**config.mk**
```make
export PLATFORM = sky130hd
export DESIGN_NAME = ysyx_25040105_wb_arbiter
export DESIGN_NICKNAME = d
export VERILOG_FILES = /design/src/rtl/ysyx_25040105_wb_arbiter.sv
export SDC_FILE = /design/constraint.sdc
export NUM_CORES = 1
export LEC_CHECK = 0
export BUFFER_PORTS_ARGS = -buffer_cell sky130_fd_sc_hd__buf_2
export CORE_MARGIN = 2
export CORE_UTILIZATION = 49
export CTS_CLUSTER_SIZE = 20
export DETAILED_ROUTE_END_ITERATION = 8
export PLACE_DENSITY = 0.74
export SKIP_CTS_REPAIR_TIMING = 1
export SLEW_MARGIN = 20
export SYNTH_ARGS = -nofsm -noshare
export SYNTH_HDL_FRONTEND = slang
export SYNTH_SLANG_ARGS = --single-unit
```
**constraint.sdc**
```tcl
create_clock -name clk -period 7.4 [get_ports clk]
set_input_delay 0 -clock clk [delete_from_list [all_inputs] [get_ports clk]]
set_output_delay 0 -clock clk [all_outputs]
set_load 0.01 [all_outputs]
```
**src/rtl/ysyx_25040105_wb_arbiter.sv**
```systemverilog
`default_nettype none
// ============================================================================
//  Module      : ysyx_25040105_wb_arbiter
//  Description : Register scoreboard plus round-robin ALU/LSU write-back
//                arbiter. Tracks reserved destination registers, blocks
//                issue on RAW/WAW hazards and forwards the granted
//                write-back to a registered register-file write port.
//  Revision    : 1.0 - initial release
// ============================================================================
module ysyx_25040105_wb_arbiter #(
   parameter int ADDR_WIDTH = 5,
   parameter int DATA_WIDTH = 32
) (
   input  logic                  clk,
   input  logic                  rst,        // asynchronous, active-low

   input  logic                  iss_valid,
   input  logic [ADDR_WIDTH-1:0] iss_rs1,
   input  logic [ADDR_WIDTH-1:0] iss_rs2,
   input  logic [ADDR_WIDTH-1:0] iss_rd,
   output logic                  iss_ready,

   input  logic                  alu_valid,
   input  logic [ADDR_WIDTH-1:0] alu_rd,
   input  logic [DATA_WIDTH-1:0] alu_data,
   output logic                  alu_ready,

   input  logic                  lsu_valid,
   input  logic [ADDR_WIDTH-1:0] lsu_rd,
   input  logic [DATA_WIDTH-1:0] lsu_data,
   output logic                  lsu_ready,

   input  logic                  flush,

   output logic                  rf_wen,
   output logic [ADDR_WIDTH-1:0] rf_waddr,
   output logic [DATA_WIDTH-1:0] rf_wdata,

   output logic [ADDR_WIDTH:0]   busy_cnt
);

   localparam int NREG = 2 ** ADDR_WIDTH;

   // Round-robin pointer: which requester wins the next contended cycle.
   typedef enum logic {
      PRIO_ALU = 1'b0,
      PRIO_LSU = 1'b1
   } prio_e;

   prio_e                 r_prio;
   prio_e                 w_prio_nxt;
   logic [NREG-1:0]       r_busy;
   logic [NREG-1:0]       w_busy_nxt;
   logic [ADDR_WIDTH:0]   r_busy_cnt;
   logic [ADDR_WIDTH:0]   w_cnt_nxt;
   logic                  r_rf_wen;
   logic [ADDR_WIDTH-1:0] r_rf_waddr;
   logic [DATA_WIDTH-1:0] r_rf_wdata;

   logic                  w_alu_gnt;
   logic                  w_lsu_gnt;
   logic                  w_gnt;
   logic                  w_iss_fire;
   logic [ADDR_WIDTH-1:0] w_wb_rd;
   logic [DATA_WIDTH-1:0] w_wb_data;

   // Hazard check uses only the registered busy bits: no same-cycle release bypass.
   assign iss_ready  = ~(r_busy[iss_rs1] | r_busy[iss_rs2] | r_busy[iss_rd]);
   assign w_iss_fire = iss_valid & iss_ready;

   // Arbitration ignores busy state; the pointer only matters under contention.
   assign w_alu_gnt = alu_valid & (~lsu_valid | (r_prio == PRIO_ALU));
   assign w_lsu_gnt = lsu_valid & (~alu_valid | (r_prio == PRIO_LSU));
   assign w_gnt     = w_alu_gnt | w_lsu_gnt;
   assign w_wb_rd   = w_lsu_gnt ? lsu_rd   : alu_rd;
   assign w_wb_data = w_lsu_gnt ? lsu_data : alu_data;

   assign alu_ready = w_alu_gnt;
   assign lsu_ready = w_lsu_gnt;

   assign rf_wen   = r_rf_wen;
   assign rf_waddr = r_rf_waddr;
   assign rf_wdata = r_rf_wdata;
   assign busy_cnt = r_busy_cnt;

   // Pointer moves only on a contended grant and then points at the loser.
   always_comb begin
      w_prio_nxt = r_prio;
      if (alu_valid && lsu_valid) begin
         w_prio_nxt = w_alu_gnt ? PRIO_LSU : PRIO_ALU;
      end
   end

   // Next busy vector: release, then reserve (set wins), then flush overrides all.
   always_comb begin
      w_busy_nxt = r_busy;
      if (w_gnt) begin
         w_busy_nxt[w_wb_rd] = 1'b0;
      end
      if (w_iss_fire && (iss_rd != '0)) begin
         w_busy_nxt[iss_rd] = 1'b1;
      end
      if (flush) begin
         w_busy_nxt = '0;
      end
      w_busy_nxt[0] = 1'b0;
   end

   // Population count of the next busy vector so busy_cnt tracks r_busy exactly.
   always_comb begin
      w_cnt_nxt = '0;
      for (int i = 1; i < NREG; i++) begin
         w_cnt_nxt = w_cnt_nxt + {{ADDR_WIDTH{1'b0}}, w_busy_nxt[i]};
      end
   end

   // Scoreboard and arbitration pointer state.
   always_ff @(posedge clk or negedge rst) begin
      if (!rst) begin
         r_busy     <= '0;
         r_busy_cnt <= '0;
         r_prio     <= PRIO_ALU;
      end else begin
         r_busy     <= w_busy_nxt;
         r_busy_cnt <= w_cnt_nxt;
         r_prio     <= w_prio_nxt;
      end
   end

   // Registered write port; address/data hold when there is no grant.
   always_ff @(posedge clk or negedge rst) begin
      if (!rst) begin
         r_rf_wen   <= 1'b0;
         r_rf_waddr <= '0;
         r_rf_wdata <= '0;
      end else begin
         r_rf_wen <= w_gnt && (w_wb_rd != '0);
         if (w_gnt) begin
            r_rf_waddr <= w_wb_rd;
            r_rf_wdata <= w_wb_data;
         end
      end
   end

endmodule
`default_nettype wire

```
==> impl_metrics.env <==
export IMPL_min_delay_start="alu_rd[1]"
export IMPL_r2r_end="busy_cnt[4]$_DFF_PN0_"
export IMPL_worstRegToRegCells=20
export IMPL_synth_edf_count=0
export IMPL_slowest_delay_ps=570
export IMPL_p_leak_uw=0.00358
export IMPL_crit_chain="mux4_2 -> and4b_1 -> nor4_1 -> and4_1 -> nand3_4 -> o41a_1 -> fa_1 -> fa_1 -> inv_1 -> fa_1 -> inv_1 -> fa_1 -> fa_1 -> inv_1 -> fa_1 -> fa_1 -> fa_1 -> a21o_1 -> a21oi_1 -> xnor2_1"
export IMPL_ios=142
export IMPL_dp_cells=882
export IMPL_pre_cts_ws_ps=283
export IMPL_syn_to_final_growth_pct=30.2
export IMPL_diodes=0
export IMPL_clock_sinks=76
export IMPL_hold_slack_ps=-16.6
export IMPL_hold_viol=1
export IMPL_max_freq_mhz=141
export IMPL_cp_arrival_ps=7360
export IMPL_yosysMostFrequentCell="dfrtp_1"
export IMPL_netlist_top_cell_by_area="dfrtp_1"
export IMPL_multi_input_area_um2=3640
export IMPL_rr_startpoint="r_busy[15]$_DFF_PN0_"
export IMPL_io_buffers=141
export IMPL_async_flop_share_pct=100
export IMPL_drive_gt1_share_pct=23.8
export IMPL_synthCells=632
export IMPL_drv_slew=0
export IMPL_finalSetupViolCount=0
export IMPL_die_w_um=113
export IMPL_die_h_um=113
export IMPL_fin_setup_tns_ps=0
export IMPL_seqCellArea_um2=1900
export IMPL_period_needed_ps=7100
export IMPL_worstPathRequired_ps=7660
export IMPL_grt_pass1_vias=5414
export IMPL_wl_per_cell_um=20.6
export IMPL_coreArea_um2=11500
export IMPL_grt_pass1_wl_mm=28.7
export IMPL_clock_skew_ps=6.47
export IMPL_fp_row_count=39
export IMPL_relSlewSlack_pct=26.2
export IMPL_worstSetupStartpoint="r_busy[15]$_DFF_PN0_"
export IMPL_ys_seq_elements=76
export IMPL_nFillCells=882
export IMPL_start_kind="flop"
export IMPL_path_max_fanout=40
export IMPL_grt_overflow=0
export IMPL_cts_clk_slew_worst_paths_ps=60
export IMPL_violations="DRC, hold timing"
export IMPL_vias=5938
export IMPL_drt_iter0_drc=653
export IMPL_fin_ws_ps=296
export IMPL_crit_path_top_delay_cell="o41a_1"
export IMPL_synth_flop_cell="dfrtp_1"
export IMPL_cts_tree="yes"
export IMPL_grt_antenna_before_repair=0
export IMPL_status="complete, but fails checks"
export IMPL_via_per_inst=6.16
export IMPL_path_delay_family="adder cells"
export IMPL_rsz0062_at_grt="false"
export IMPL_crit_type="flop to flop"
export IMPL_dp_hpwl_mm=13.2
export IMPL_drc=6
export IMPL_die_area_um2=12800
export IMPL_nets=941
export IMPL_synth_common_cells="dfrtp_1, nand2_1, mux2i_1"
export IMPL_synth_top_area_share_pct=32.6
export IMPL_whs_path_depth=3
export IMPL_clockBufferDepth=2
export IMPL_synth_nets=757
export IMPL_place_gp_congestion=0.945
export IMPL_synth_area_top_cells="dfrtp_1, mux2i_1, fa_1, mux4_2, nand3_1"
export IMPL_grt_max_degree=77
export IMPL_start_util_pct=50.7
export IMPL_fin_crit_sh_pct=96.0
export IMPL_clock_latency_ps=340
export IMPL_drtPass1Iterations=8
export IMPL_root_buffer="clkbuf_16"
export IMPL_post_synth_num_cell_types=59
export IMPL_powerDensity_nw_per_um2=193
export IMPL_ys_warnings_count=0
export IMPL_syn_avg_cell_area_um2=9.24
export IMPL_vdd_drop_max_mv=0.171
export IMPL_cts_max_level=3
export IMPL_max_cap_violations=0
export IMPL_yosysSeqAreaShare_pct=32.6
export IMPL_hp_class="input pin to flop"
export IMPL_regToRegSetupSlack_ps=300
export IMPL_crit_top_cell="fa_1"
export IMPL_cts_buffers=9
export IMPL_worst_pin_slew_ps=1100
export IMPL_syn_area_um2=5840
export IMPL_crit_path_end_kind="flop"
export IMPL_drt_total_wl_mm=19.9
export IMPL_fin_cells=964
export IMPL_crit_buf_inv=3
export IMPL_min_to="rf_waddr[1]$_DFFE_PN0N_"
export IMPL_ant_nets=0
export IMPL_track_usage_pct=28.7
[cell type report]
class | instances | share of cell area, %
multi-input combinational | 481 | 47.9
sequential | 76 | 25.0
timing repair buffer | 218 | 19.1
clock buffer | 12 | 3.24
tap | 143 | 2.35
inverter | 30 | 1.48
clock inverter | 4 | 0.954
[tightest hold or removal path, cell delays in order]
cell and delay [ps]:
buf_2 120, nor2_1 70, nor2_1 90
[sequential cells by signal, indices dropped and copies added, names as in the netlist]
| register | flops |
|---|---|
| rf_wen | 1 |
| rf_waddr | 5 |
| busy_cnt | 6 |
| rf_wdata | 32 |
| r_busy | 31 |
| r_prio | 1 |
[metrics by stage]
stage	util [%]	power (µW)	instance area, µm²
3_3_place_gp	57.4	890	6620
4_1_cts	60.2	1380	6930
5_1_grt	66.0	1540	7600
6_report	66.0	1470	7600
3_5_place_dp	57.4	901	6620
2_1_floorplan	-	741	5840
[layout by cell type, fill, tap and decap left out, types with 13 or more instances in the layout]
cell | synthesis | routed
buf_2 | 4 | 140
dfrtp_1 | 76 | 76
dlygate4sd3_1 | 0 | 66
nand2_1 | 58 | 58
mux2i_1 | 52 | 52
nand3_1 | 47 | 47
nor2_1 | 45 | 45
a21oi_1 | 41 | 41
nor2b_1 | 32 | 32
inv_1 | 27 | 27
o21ai_0 | 23 | 23
fa_1 | 23 | 23
o31ai_1 | 19 | 17
mux4_2 | 13 | 13
[report_power, final]
part | leakage [µW] | internal, µW | switching [µW] | total [µW]
clock network | 0.000153 | 304 | 174 | 478
logic | 0.00245 | 212 | 273 | 485
registers | 0.000973 | 471 | 35.4 | 507
total | 0.00358 | 987 | 483 | 1470
[how the worst max path moves through the flow]
stage / endpoint / cells past startpoint
2_1_floorplan: busy_cnt[4]$_DFF_PN0_ / 20
3_3_place_gp: busy_cnt[4]$_DFF_PN0_ / 20
3_5_place_dp: busy_cnt[4]$_DFF_PN0_ / 20
4_1_cts: busy_cnt[4]$_DFF_PN0_ / 20
5_1_grt: busy_cnt[4]$_DFF_PN0_ / 20
6_report: busy_cnt[4]$_DFF_PN0_ / 20
[metal layers]
metal  vias up  share of wire, %  global-route usage [%]
met5         -                 0                       0
met4         0               3.3                    8.70
met3        60               9.7                    8.52
met2       335                48                    44.8
met1      2892                39                    38.9
li1       2651                 -                       -
[kinds of logic after synthesis]
logic type | Yosys count | synth area share [%]
AND/OR/NAND/NOR | 234 | 20.3
adder cells (fa/ha/maj) | 30 | 9.38
AO/OA/AOI/OAI | 140 | 16.4
flip-flops | 76 | 32.6
multiplexers | 73 | 15.5
buffers and inverters | 75 | 5.29
XOR/XNOR | 4 | 0.600
No activity file was read; power rests on OpenSTA's default activity.
